[src/rtl/i2s_pkg.sv]
// Shared types and constants for the I2S receiver.
package i2s_pkg;

  typedef enum logic [1:0] {
    IDLE,
    SEEK,
    LEFT,
    RIGHT
  } i2s_rx_state_t;

  localparam logic CH_LEFT  = 1'b0;
  localparam logic CH_RIGHT = 1'b1;

  // Bit counter must be able to hold SLOT_W itself (saturation value).
  function automatic int cnt_width(input int slot_w);
    return $clog2(slot_w + 1);
  endfunction

endpackage

[src/rtl/i2s_rx_if.sv]
// Ready/valid stereo frame bus out of the I2S receiver.
interface i2s_rx_if #(
  parameter int SAMPLE_W = 16
);

  logic                out_valid;
  logic                out_ready;
  logic [SAMPLE_W-1:0] out_left;
  logic [SAMPLE_W-1:0] out_right;

  modport master (
    output out_valid,
    output out_left,
    output out_right,
    input  out_ready
  );

  modport slave (
    input  out_valid,
    input  out_left,
    input  out_right,
    output out_ready
  );

endinterface

[src/rtl/i2s_sync_edge.sv]
// Multi-flop synchronizer for an asynchronous pin plus a rising-edge strobe
// taken from the synchronized level (strobe is combinational off the flops).
module i2s_sync_edge #(
  parameter int STAGES = 2
) (
  input  logic clk,
  input  logic rst,
  input  logic async_i,
  output logic sync_o,
  output logic rise_o
);

  logic [STAGES-1:0] sync_q;
  logic              prev_q;

  always_ff @(posedge clk or posedge rst) begin
    if (rst) begin
      sync_q <= '0;
      prev_q <= 1'b0;
    end else begin
      sync_q <= {sync_q[STAGES-2:0], async_i};
      prev_q <= sync_q[STAGES-1];
    end
  end

  assign sync_o = sync_q[STAGES-1];
  assign rise_o = sync_q[STAGES-1] & ~prev_q;

endmodule

[src/rtl/i2s_rx.sv]
// I2S slave receiver: oversamples sclk/lrclk/sdata, deserializes MSB-first and
// publishes {left,right} frames on a ready/valid bus with sticky error flags.
module i2s_rx
  import i2s_pkg::*;
#(
  parameter int SAMPLE_W    = 16,
  parameter int SLOT_W      = 32,
  parameter int SYNC_STAGES = 2
) (
  input  logic     clk,
  input  logic     rst,
  input  logic     sclk,
  input  logic     lrclk,
  input  logic     sdata,
  input  logic     enable,
  input  logic     clear_err,
  i2s_rx_if.master out_if,
  output logic     overrun,
  output logic     frame_err
);

  localparam int                CNT_W      = cnt_width(SLOT_W);
  localparam logic [CNT_W-1:0]  SAMPLE_CNT = CNT_W'(SAMPLE_W);
  localparam logic [CNT_W-1:0]  SLOT_CNT   = CNT_W'(SLOT_W);

  logic                   sclk_rise;
  logic                   sclk_lvl_unused;
  logic                   ws;
  logic                   ws_edge_unused;
  logic [SYNC_STAGES-1:0] sdata_q;
  logic                   bit_in;

  i2s_sync_edge #(.STAGES(SYNC_STAGES)) u_sclk_sync (
    .clk    (clk),
    .rst    (rst),
    .async_i(sclk),
    .sync_o (sclk_lvl_unused),
    .rise_o (sclk_rise)
  );

  // Word select is only consumed at sclk events, so its own edge strobe is spare.
  i2s_sync_edge #(.STAGES(SYNC_STAGES)) u_lrclk_sync (
    .clk    (clk),
    .rst    (rst),
    .async_i(lrclk),
    .sync_o (ws),
    .rise_o (ws_edge_unused)
  );

  always_ff @(posedge clk or posedge rst) begin
    if (rst) begin
      sdata_q <= '0;
    end else begin
      sdata_q <= {sdata_q[SYNC_STAGES-2:0], sdata};
    end
  end

  assign bit_in = sdata_q[SYNC_STAGES-1];

  i2s_rx_state_t       state_q;
  logic                ws_q;
  logic [SAMPLE_W-1:0] shifter_q;
  logic [CNT_W-1:0]    bit_cnt_q;
  logic [SAMPLE_W-1:0] left_hold_q;
  logic                out_valid_q;
  logic [SAMPLE_W-1:0] out_left_q;
  logic [SAMPLE_W-1:0] out_right_q;
  logic                overrun_q;
  logic                frame_err_q;

  logic                boundary;
  logic [SAMPLE_W-1:0] shift_d;
  logic [CNT_W-1:0]    cnt_d;
  logic                slot_short;
  logic [SAMPLE_W-1:0] slot_val;

  // Slot value as it stands after the current event's bit has been absorbed.
  always_comb begin
    boundary   = sclk_rise && (ws != ws_q);
    shift_d    = shifter_q;
    cnt_d      = bit_cnt_q;
    if (sclk_rise && (bit_cnt_q < SAMPLE_CNT)) begin
      shift_d = {shifter_q[SAMPLE_W-2:0], bit_in};
    end
    if (sclk_rise && (bit_cnt_q != SLOT_CNT)) begin
      cnt_d = bit_cnt_q + 1'b1;
    end
    slot_short = (cnt_d < SAMPLE_CNT);
    slot_val   = slot_short ? (shift_d << (SAMPLE_CNT - cnt_d)) : shift_d;
  end

  always_ff @(posedge clk or posedge rst) begin
    if (rst) begin
      state_q     <= IDLE;
      ws_q        <= 1'b0;
      shifter_q   <= '0;
      bit_cnt_q   <= '0;
      left_hold_q <= '0;
      out_valid_q <= 1'b0;
      out_left_q  <= '0;
      out_right_q <= '0;
      overrun_q   <= 1'b0;
      frame_err_q <= 1'b0;
    end else begin
      if (out_valid_q && out_if.out_ready) begin
        out_valid_q <= 1'b0;
      end
      if (clear_err) begin
        overrun_q   <= 1'b0;
        frame_err_q <= 1'b0;
      end
      if (sclk_rise) begin
        ws_q <= ws;
      end

      if (!enable) begin
        state_q   <= IDLE;
        shifter_q <= '0;
        bit_cnt_q <= '0;
      end else begin
        case (state_q)
          IDLE: state_q <= SEEK;
          SEEK: begin
            if (boundary && (ws == CH_LEFT)) begin
              state_q   <= LEFT;
              shifter_q <= '0;
              bit_cnt_q <= '0;
            end
          end
          LEFT, RIGHT: begin
            if (boundary) begin
              shifter_q <= '0;
              bit_cnt_q <= '0;
              if ((state_q == LEFT) && (ws == CH_RIGHT)) begin
                left_hold_q <= slot_val;
                state_q     <= RIGHT;
                if (slot_short) frame_err_q <= 1'b1;
              end else if ((state_q == RIGHT) && (ws == CH_LEFT)) begin
                out_left_q  <= left_hold_q;
                out_right_q <= slot_val;
                out_valid_q <= 1'b1;
                // A same-cycle accept retires the old frame, so no overrun.
                if (out_valid_q && !out_if.out_ready) overrun_q <= 1'b1;
                if (slot_short) frame_err_q <= 1'b1;
                state_q     <= LEFT;
              end else begin
                state_q <= SEEK;
              end
            end else begin
              shifter_q <= shift_d;
              bit_cnt_q <= cnt_d;
            end
          end
          default: state_q <= IDLE;
        endcase
      end
    end
  end

  assign out_if.out_valid = out_valid_q;
  assign out_if.out_left  = out_left_q;
  assign out_if.out_right = out_right_q;
  assign overrun          = overrun_q;
  assign frame_err        = frame_err_q;

endmodule

[src/flat_wrapper.sv]
// flat-port wrapper written by rule: the top's interface ports become plain ports
module i2s_rx_flat import i2s_pkg::*;
#(
  parameter int SAMPLE_W    = 16,
  parameter int SLOT_W      = 32,
  parameter int SYNC_STAGES = 2
)
  (clk, rst, sclk, lrclk, sdata, enable, clear_err, overrun, frame_err, out_if_out_valid, out_if_out_left, out_if_out_right, out_if_out_ready);
  i2s_rx_if #(.SAMPLE_W(SAMPLE_W)) out_if_i ();
  input  logic clk;
  input  logic rst;
  input  logic sclk;
  input  logic lrclk;
  input  logic sdata;
  input  logic enable;
  input  logic clear_err;
  output logic overrun;
  output logic frame_err;
  output wire logic [$bits(out_if_i.out_valid)-1:0] out_if_out_valid;
  output wire logic [$bits(out_if_i.out_left)-1:0] out_if_out_left;
  output wire logic [$bits(out_if_i.out_right)-1:0] out_if_out_right;
  input wire logic [$bits(out_if_i.out_ready)-1:0] out_if_out_ready;
  assign out_if_out_valid = out_if_i.out_valid;
  assign out_if_out_left = out_if_i.out_left;
  assign out_if_out_right = out_if_i.out_right;
  assign out_if_i.out_ready = out_if_out_ready;
  i2s_rx #(.SAMPLE_W(SAMPLE_W), .SLOT_W(SLOT_W), .SYNC_STAGES(SYNC_STAGES)) u_core (.clk(clk), .rst(rst), .sclk(sclk), .lrclk(lrclk), .sdata(sdata), .enable(enable), .clear_err(clear_err), .out_if(out_if_i), .overrun(overrun), .frame_err(frame_err));
endmodule
[config.mk]
export PLATFORM = sky130hd
export DESIGN_NAME = i2s_rx_flat
export DESIGN_NICKNAME = d
export VERILOG_FILES = /design/src/rtl/i2s_pkg.sv /design/src/rtl/i2s_rx_if.sv /design/src/rtl/i2s_sync_edge.sv /design/src/rtl/i2s_rx.sv /design/src/flat_wrapper.sv
export SDC_FILE = /design/constraint.sdc
export NUM_CORES = 1
export LEC_CHECK = 0
export ABC_AREA = 1
export CAP_MARGIN = 20
export CORE_ASPECT_RATIO = 0.6
export CORE_UTILIZATION = 50
export CTS_CLUSTER_DIAMETER = 40
export CTS_CLUSTER_SIZE = 8
export DETAILED_ROUTE_END_ITERATION = 6
export GPL_TIMING_DRIVEN = 0
export PLACE_DENSITY = 0.71
export SYNTH_ARGS = -nofsm -noshare
export SYNTH_HDL_FRONTEND = slang
export SYNTH_SLANG_ARGS = --single-unit
[constraint.sdc]
create_clock -name clk -period 9.1 [get_ports clk]
set_input_delay 1.365 -clock clk [delete_from_list [all_inputs] [get_ports clk]]
set_output_delay 1.365 -clock clk [all_outputs]
set_load 0.02 [all_outputs]
### Word-level counts from Yosys, hierarchy flattened

Cells that the tools add are included.
Widths: inputs -> output; s select.

| cells by class | value |
|---|---|
| $mul | 0 |
| reductions and logical operators | 15 |
| shift operators | 1 |
| div/mod/pow operators | 0 |
| equality and inequality tests | 8 |
| mux-type cells | 37 |
| add/sub/neg operators | 2 |
| bitwise operators | 4 |
| order comparisons | 2 |

Operators with widths:

| operator | count |
|---|---|
| $mux 16 | 5 |
| $pmux 16 s2 | 1 |
| $mux 6 | 4 |
| $mux 1 | 20 |
| $shl 16x6->16 | 1 |
| $lt 6x5->1 const B | 2 |
| $pmux 6 s2 | 1 |
| $mux 2 | 5 |
| $logic_and 1x1->1 | 8 |
| $add 6x1->6 const B | 1 |
| $ne 3x2->1 const B | 2 |
| $ne 6x6->1 const B | 1 |
| $pmux 2 s3 | 1 |
| $sub 5x6->6 const A | 1 |
| $reduce_and 5->1 | 1 |
| $eq 2x2->1 const B | 2 |
| $reduce_and 2->1 | 2 |
| $reduce_and 4->1 | 1 |
| $ne 3x1->1 const B | 1 |
| $not 1->1 | 3 |
| $eq 2x1->1 const B | 1 |
| $logic_not 2->1 | 1 |
| $reduce_or 2->1 | 1 |
| $and 1x1->1 | 1 |
| 2 further kinds | 2 |

| storage, ports and cells | value |
|---|---|
| latch bits | 0 |
| memories | 0 |
| word-level logic and storage cells | 83 |
| register bits | 83 |
| input bits | 8 |
| bits in writable memories | 0 |
| output and inout port bits | 35 |
| bits in read-only memories | 0 |

### Longest topological paths before layout

| depth | value |
|---|---|
| depth after elaboration | 11 |
| depth in mapped cells | 23 |
| mapped depth without buffers | 22 |

### By module

A second synthesis with hierarchy kept.

| second synthesis, totals | value |
|---|---|
| cells, all modules | 628 |
| area, all modules | 4643.2 um^2 |

By module, submodules not included:

| module | area each (um^2) | times used | sequential area each (um^2) | cells an instance |
|---|---|---|---|---|
| i2s_rx | 4465.5 | 1 | 1951.9 | 616 |
| i2s_sync_edge | 88.8 | 2 | 75.1 | 6 |

### Least setup slack after synthesis

Ideal clock, no wire load.

| path | value |
|---|---|
| kind | flip-flop to flip-flop |
| start | reg u_core.bit_cnt_q[0] |
| end | reg u_core.left_hold_q[11] |
| path buffers | 3 |
| setup slack | 6204 ps |
| data arrival time | 2779 ps |
| required time | 8983 ps |
| period minus slack after synthesis | 2896 ps |
| library setup time | 117 ps |
| stages on the path, launching flop included | 20 |
| path through | dfrtp_1 > inv_2 > ha_1 > nand2_1 > inv_1 > nand3_4 > nand2_4 > xor2_4 > buf_2 > ha_1 > clkbuf_1 > clkinv_1 > clkbuf_1 > o21ai_0 > nand3_1 > nand3_1 > nand2_1 > nand2_1 > nand2_1 > nand2_1 |

| between the ends | value |
|---|---|
| word-level cells in the longest chain between the ends | 6 |
| elaborated cells between the ends (all ways) | 11 |
| those cells by class | 2 x add/sub; 2 x order compare; 1 x eq/ne; 1 x shift; 3 x mux; 2 x reduce/logical |

Ends and longest elaborated chain:

| element | line | text |
|---|---|---|
| from (decl) | i2s_rx.sv:63 | `logic [CNT_W-1:0] bit_cnt_q;` |
| from (signal assigned) | i2s_rx.sv:151 | `bit_cnt_q <= cnt_d;` |
| parallel branches: the longest is 5 deep, another holds $add 6x1->6 | n/a |  |
| $mux 16 (*) | i2s_rx.sv:89 | `slot_val = slot_short ? (shift_d << (SAMPLE_CNT - cnt_d)) : shift_d;` |
| to (signal assigned) | i2s_rx.sv:135 | `left_hold_q <= slot_val;` |
| to (decl) | i2s_rx.sv:64 | `logic [SAMPLE_W-1:0] left_hold_q;` |

Every way passes the cells marked *.
A chain may end at the register's enable or synchronous reset.

### Final worst setup path

| path | value |
|---|---|
| start | reg u_core.bit_cnt_q[0] |
| end | reg u_core.out_right_q[14], in the netlist u_core.out_if.out_right[14] |

| between the ends | value |
|---|---|
| word-level cells in the longest chain between the ends | 6 |
| elaborated cells between the ends (all ways) | 11 |
| those cells by class | 2 x add/sub; 2 x order compare; 1 x eq/ne; 1 x shift; 3 x mux; 2 x reduce/logical |

Ends and longest elaborated chain:

| element | line | text |
|---|---|---|
| parallel branches: the longest is 5 deep, another holds $add 6x1->6 | n/a |  |
| $mux 16 (*) | i2s_rx.sv:89 |  |
| to (signal assigned) | i2s_rx.sv:140 | `out_right_q <= slot_val;` |
| to (decl) | i2s_rx.sv:67 | `logic [SAMPLE_W-1:0] out_right_q;` |

Marked as above.

==> flow_summary.toml <==
[timing]
skew_ns = 0.009152
rsz0062_at_grt = "false"
final-setup-viol-count = 0
final-hold-violation-count = 0
worstMarginPinSlew_ns = 0.7710
min_period_ns = 3.995
fin_crit_sh_pct = 43.91
setup_tns_ns = 0
slew_headroom_pct = 48.60
max_freq_ghz = 0.2503
slew_violations = 0

[power]
power_mw = 0.9810
p_leak_nw = 2.644
power_density_nw_per_um2 = 181.7
vdd_ir_drop_max_mv = 0.1018

[placement]
gp_congestion = 0.9755
dp_hpwl_um = 9803
portBuffers = 42

[synth]
synth_top_area_cell = "dfrtp_1"
ys_ff_latch = 83
synth_mux_area_share_pct = 0
syn_inst = 625
synth_commonest_cells = "270 x nand2_1, 83 x dfrtp_1, 67 x nand3_1"
synth_compound_area_share_pct = 8.322
ys_warn_count = 0
synthSimpleGateAreaFrac_pct = 36.11
synth-adder-area-share_pct = 0.8294
avgSynthCellArea_um2 = 7.241
ys.flop_type = "dfrtp_1"
ys_seq_area_share_pct = 45.89
yosysTopAreaCellShare_pct = 45.89
synthMostInstantiatedCell = "nand2_1"
synth_edf_count = 0
synth_area_um2 = 4526
synth_top_family_by_area = "simple AND/OR/NAND/NOR gates"
synthArstFlopShare_pct = 100.0
synth-xor-area-share_pct = 0.9953
yosys.cell_types.count = 31
synthTopCellsByArea = "dfrtp_1 46%, nand2_1 22%, nand3_1 7.4%, inv_1 4.6%, o21ai_0 3.0%"
synth.net_count = 636

[floorplan]
die_x_um = 124.8
coreArea_um2 = 8653
start_util_pct = 52.30
row_count = 26
fp.dieArea_um2 = 9448
ios = 43
die_y_um = 75.70

[worst_setup_path]
crit_arrival_ns = 4.24
regToRegEndpoint = "u_core.out_if.out_right[14]"
crit_required_ns = 9.34
reg2reg_slack_ns = 5.10
crit_slowest_cell = "dfrtp_1"
criticalPathCategory = "reg2reg"
cpPeakStageDelay_ns = 0.57
r2r_start = "u_core.bit_cnt_q[0]"
worst_setup_path_start_kind = "flop"
path_cells = "inv_2 -> ha_1 -> nand2_1 -> inv_1 -> nand3_4 -> nand2_4 -> xor2_4 -> buf_2 -> ha_1 -> clkbuf_1 -> clkinv_1 -> clkbuf_1 -> nand3_1 -> nand3_1 -> nand3_1 -> nand3_1 -> nand2_1 -> nand2_1"
worst_path_most_repeated_cell = "nand3_1"
path_max_fanout = 10
reg2reg_depth = 18
crit_path_end_kind = "flop"

[grt]
grt_usage_pct = 28.69
gr-total-overflow = 0
antenna_found_initial = 0
grt_pass1_wl_um = 20500
grt_max_degree = 53
grt_pass1_vias = 4037

[worst_hold_path]
hold_depth = 0
min_from = "u_core.u_sclk_sync.sync_q[0]"
min_path_type = "reg2reg"
whs_endpoint = "u_core.u_sclk_sync.sync_q[1]"

[routing]
drc_errors = 10
via_per_inst = 5.480
routedWlPerCell_um = 15.87
drtPass1Iterations = 7
drt-initial-drc-count = 432
routed_wl_um = 12630
drtAntennaViolNets = 0
vias = 4362

[clocking]
ctsResizeCount = 0
cts_tree = "built"
clockRootBuffer = "clkbuf_16"
cts_max_level = 3
post_cts_buffers = 0
cts_buffers = 9
cts_buffer_depth = 2
hold_buffers = 0
insertion_delay_ns = 0.35
path_clk_slew_ns = 0.07
clkSinkCount = 83

[cells_and_area]
area_growth_pct = 19.30
diodes = 0
nets = 690
drive_gt1_share_pct = 6.871

[run]
maxCapViolCount = 0

[outcome]
violations = "design-rule violations"
status = "finished with violations"
## metrics by stage
step	hold slack (ns)	area (um2)	cells	utilization, %	setup WS [ns]
floorplan	0.3312	4526	625	-	5.598
global placement	0.3346	5086	779	58.78	4.284
detailed placement	0.3403	5116	780	59.12	5.302
CTS	0.3548	5399	796	62.39	5.295
global route	0.3677	5399	796	62.39	4.806
finish	0.3528	5399	796	62.39	5.105
## flip-flops by register name, indices dropped and copies added (netlist names)
register,count
u_core.state_q,2
u_core.shifter_q,16
u_core.sdata_q,2
u_core.left_hold_q,16
u_core.overrun,1
u_core.out_if.out_valid,1
u_core.u_sclk_sync.prev_q,1
u_core.frame_err,1
u_core.bit_cnt_q,6
u_core.ws_q,1
u_core.out_if.out_right,16
u_core.out_if.out_left,16
u_core.u_lrclk_sync.sync_q,2
u_core.u_sclk_sync.sync_q,2
## final cells by class
| cell class | instances | area, um2 |
|---|---|---|
| buffer | 25 | 115.1 |
| inverter | 64 | 242.7 |
| multi-input combinational | 453 | 2093 |
| fill | 807 | 3254 |
| sequential | 83 | 2077 |
| clock buffer | 9 | 225.2 |
| tap | 112 | 140.1 |
| clock inverter | 7 | 57.56 |
| timing repair buffer | 43 | 447.9 |
## worst max-delay path: cells and delay by family, from the launching register on
kind | cells | cell delay, ns
xor gates and xnor gates | 1 | 0.28
buffers and inverters | 6 | 1.55
and+or+nand+nor | 9 | 1.06
DFF | 1 | 0.57
adders and majority gates | 2 | 0.42
## power breakdown
group | switching [mW] | internal, mW
Combinational | 0.171 | 0.0631
Sequential | 0.0118 | 0.383
Clock | 0.162 | 0.189
Total | 0.345 | 0.636
## logic make-up (layout without fill, tap and decap cells)
logic type               Yosys count  after routing
AO/OA/AOI/OAI                     69             69
XOR/XNOR                           3              3
adder cells (fa/ha/maj)            3              3
buffers and inverters             89            148
flip-flops                        83             83
AND/OR/NAND/NOR                  378            378
## worst max path at each step
| stage | cells past startpoint | startpoint | endpoint | slack (ns) |
|---|---|---|---|---|
| 2_1_floorplan | 1 | rst | u_core.bit_cnt_q[0] | 5.60 |
| 5_1_grt | 18 | u_core.bit_cnt_q[0] | u_core.out_if.out_right[14] | 4.81 |
| 4_1_cts | 19 | u_core.bit_cnt_q[0] | u_core.out_if.out_right[13] | 5.29 |
| 3_3_place_gp | 2 | rst | u_core.ws_q | 4.28 |
| 6_report | 18 | u_core.bit_cnt_q[0] | u_core.out_if.out_right[14] | 5.10 |
| 3_5_place_dp | 19 | u_core.bit_cnt_q[0] | u_core.out_if.out_right[13] | 5.30 |
## cell usage in the layout, fill, tap and decap left out, types with 2 or more instances in the layout
cell type / n
inv_1: 55
nor3_1: 2
buf_2: 5
xor2_1: 2
a21oi_1: 7
inv_2: 6
nand3_1: 67
nor2_1: 9
o21ai_0: 27
dfrtp_1: 83
clkbuf_16: 9
inv_6: 3
nand2_4: 2
o21ai_1: 14
nand2_1: 270
o22ai_1: 18
clkdlybuf4s50_1: 42
nand4_1: 14
ha_1: 3
nand3_2: 2
nor2_4: 2
clkbuf_1: 17
buf_6: 2
clkinv_1: 2
nand3_4: 2
nand2_2: 5
clkinvlp_4: 2
## per-layer routing
layer  share of wire (%)  vias to the layer above  track usage [%]  routed length [um]
li1                    -                     2116                -                   -
met1                  51                     2046            42.93                6390
met2                  39                      187            40.57                4881
met3                 9.8                       13            8.638                1242
met4                0.91                        0            6.775                 115
met5                   0                        -                0                   0
Note: power is estimated with default switching activity, not from simulation.
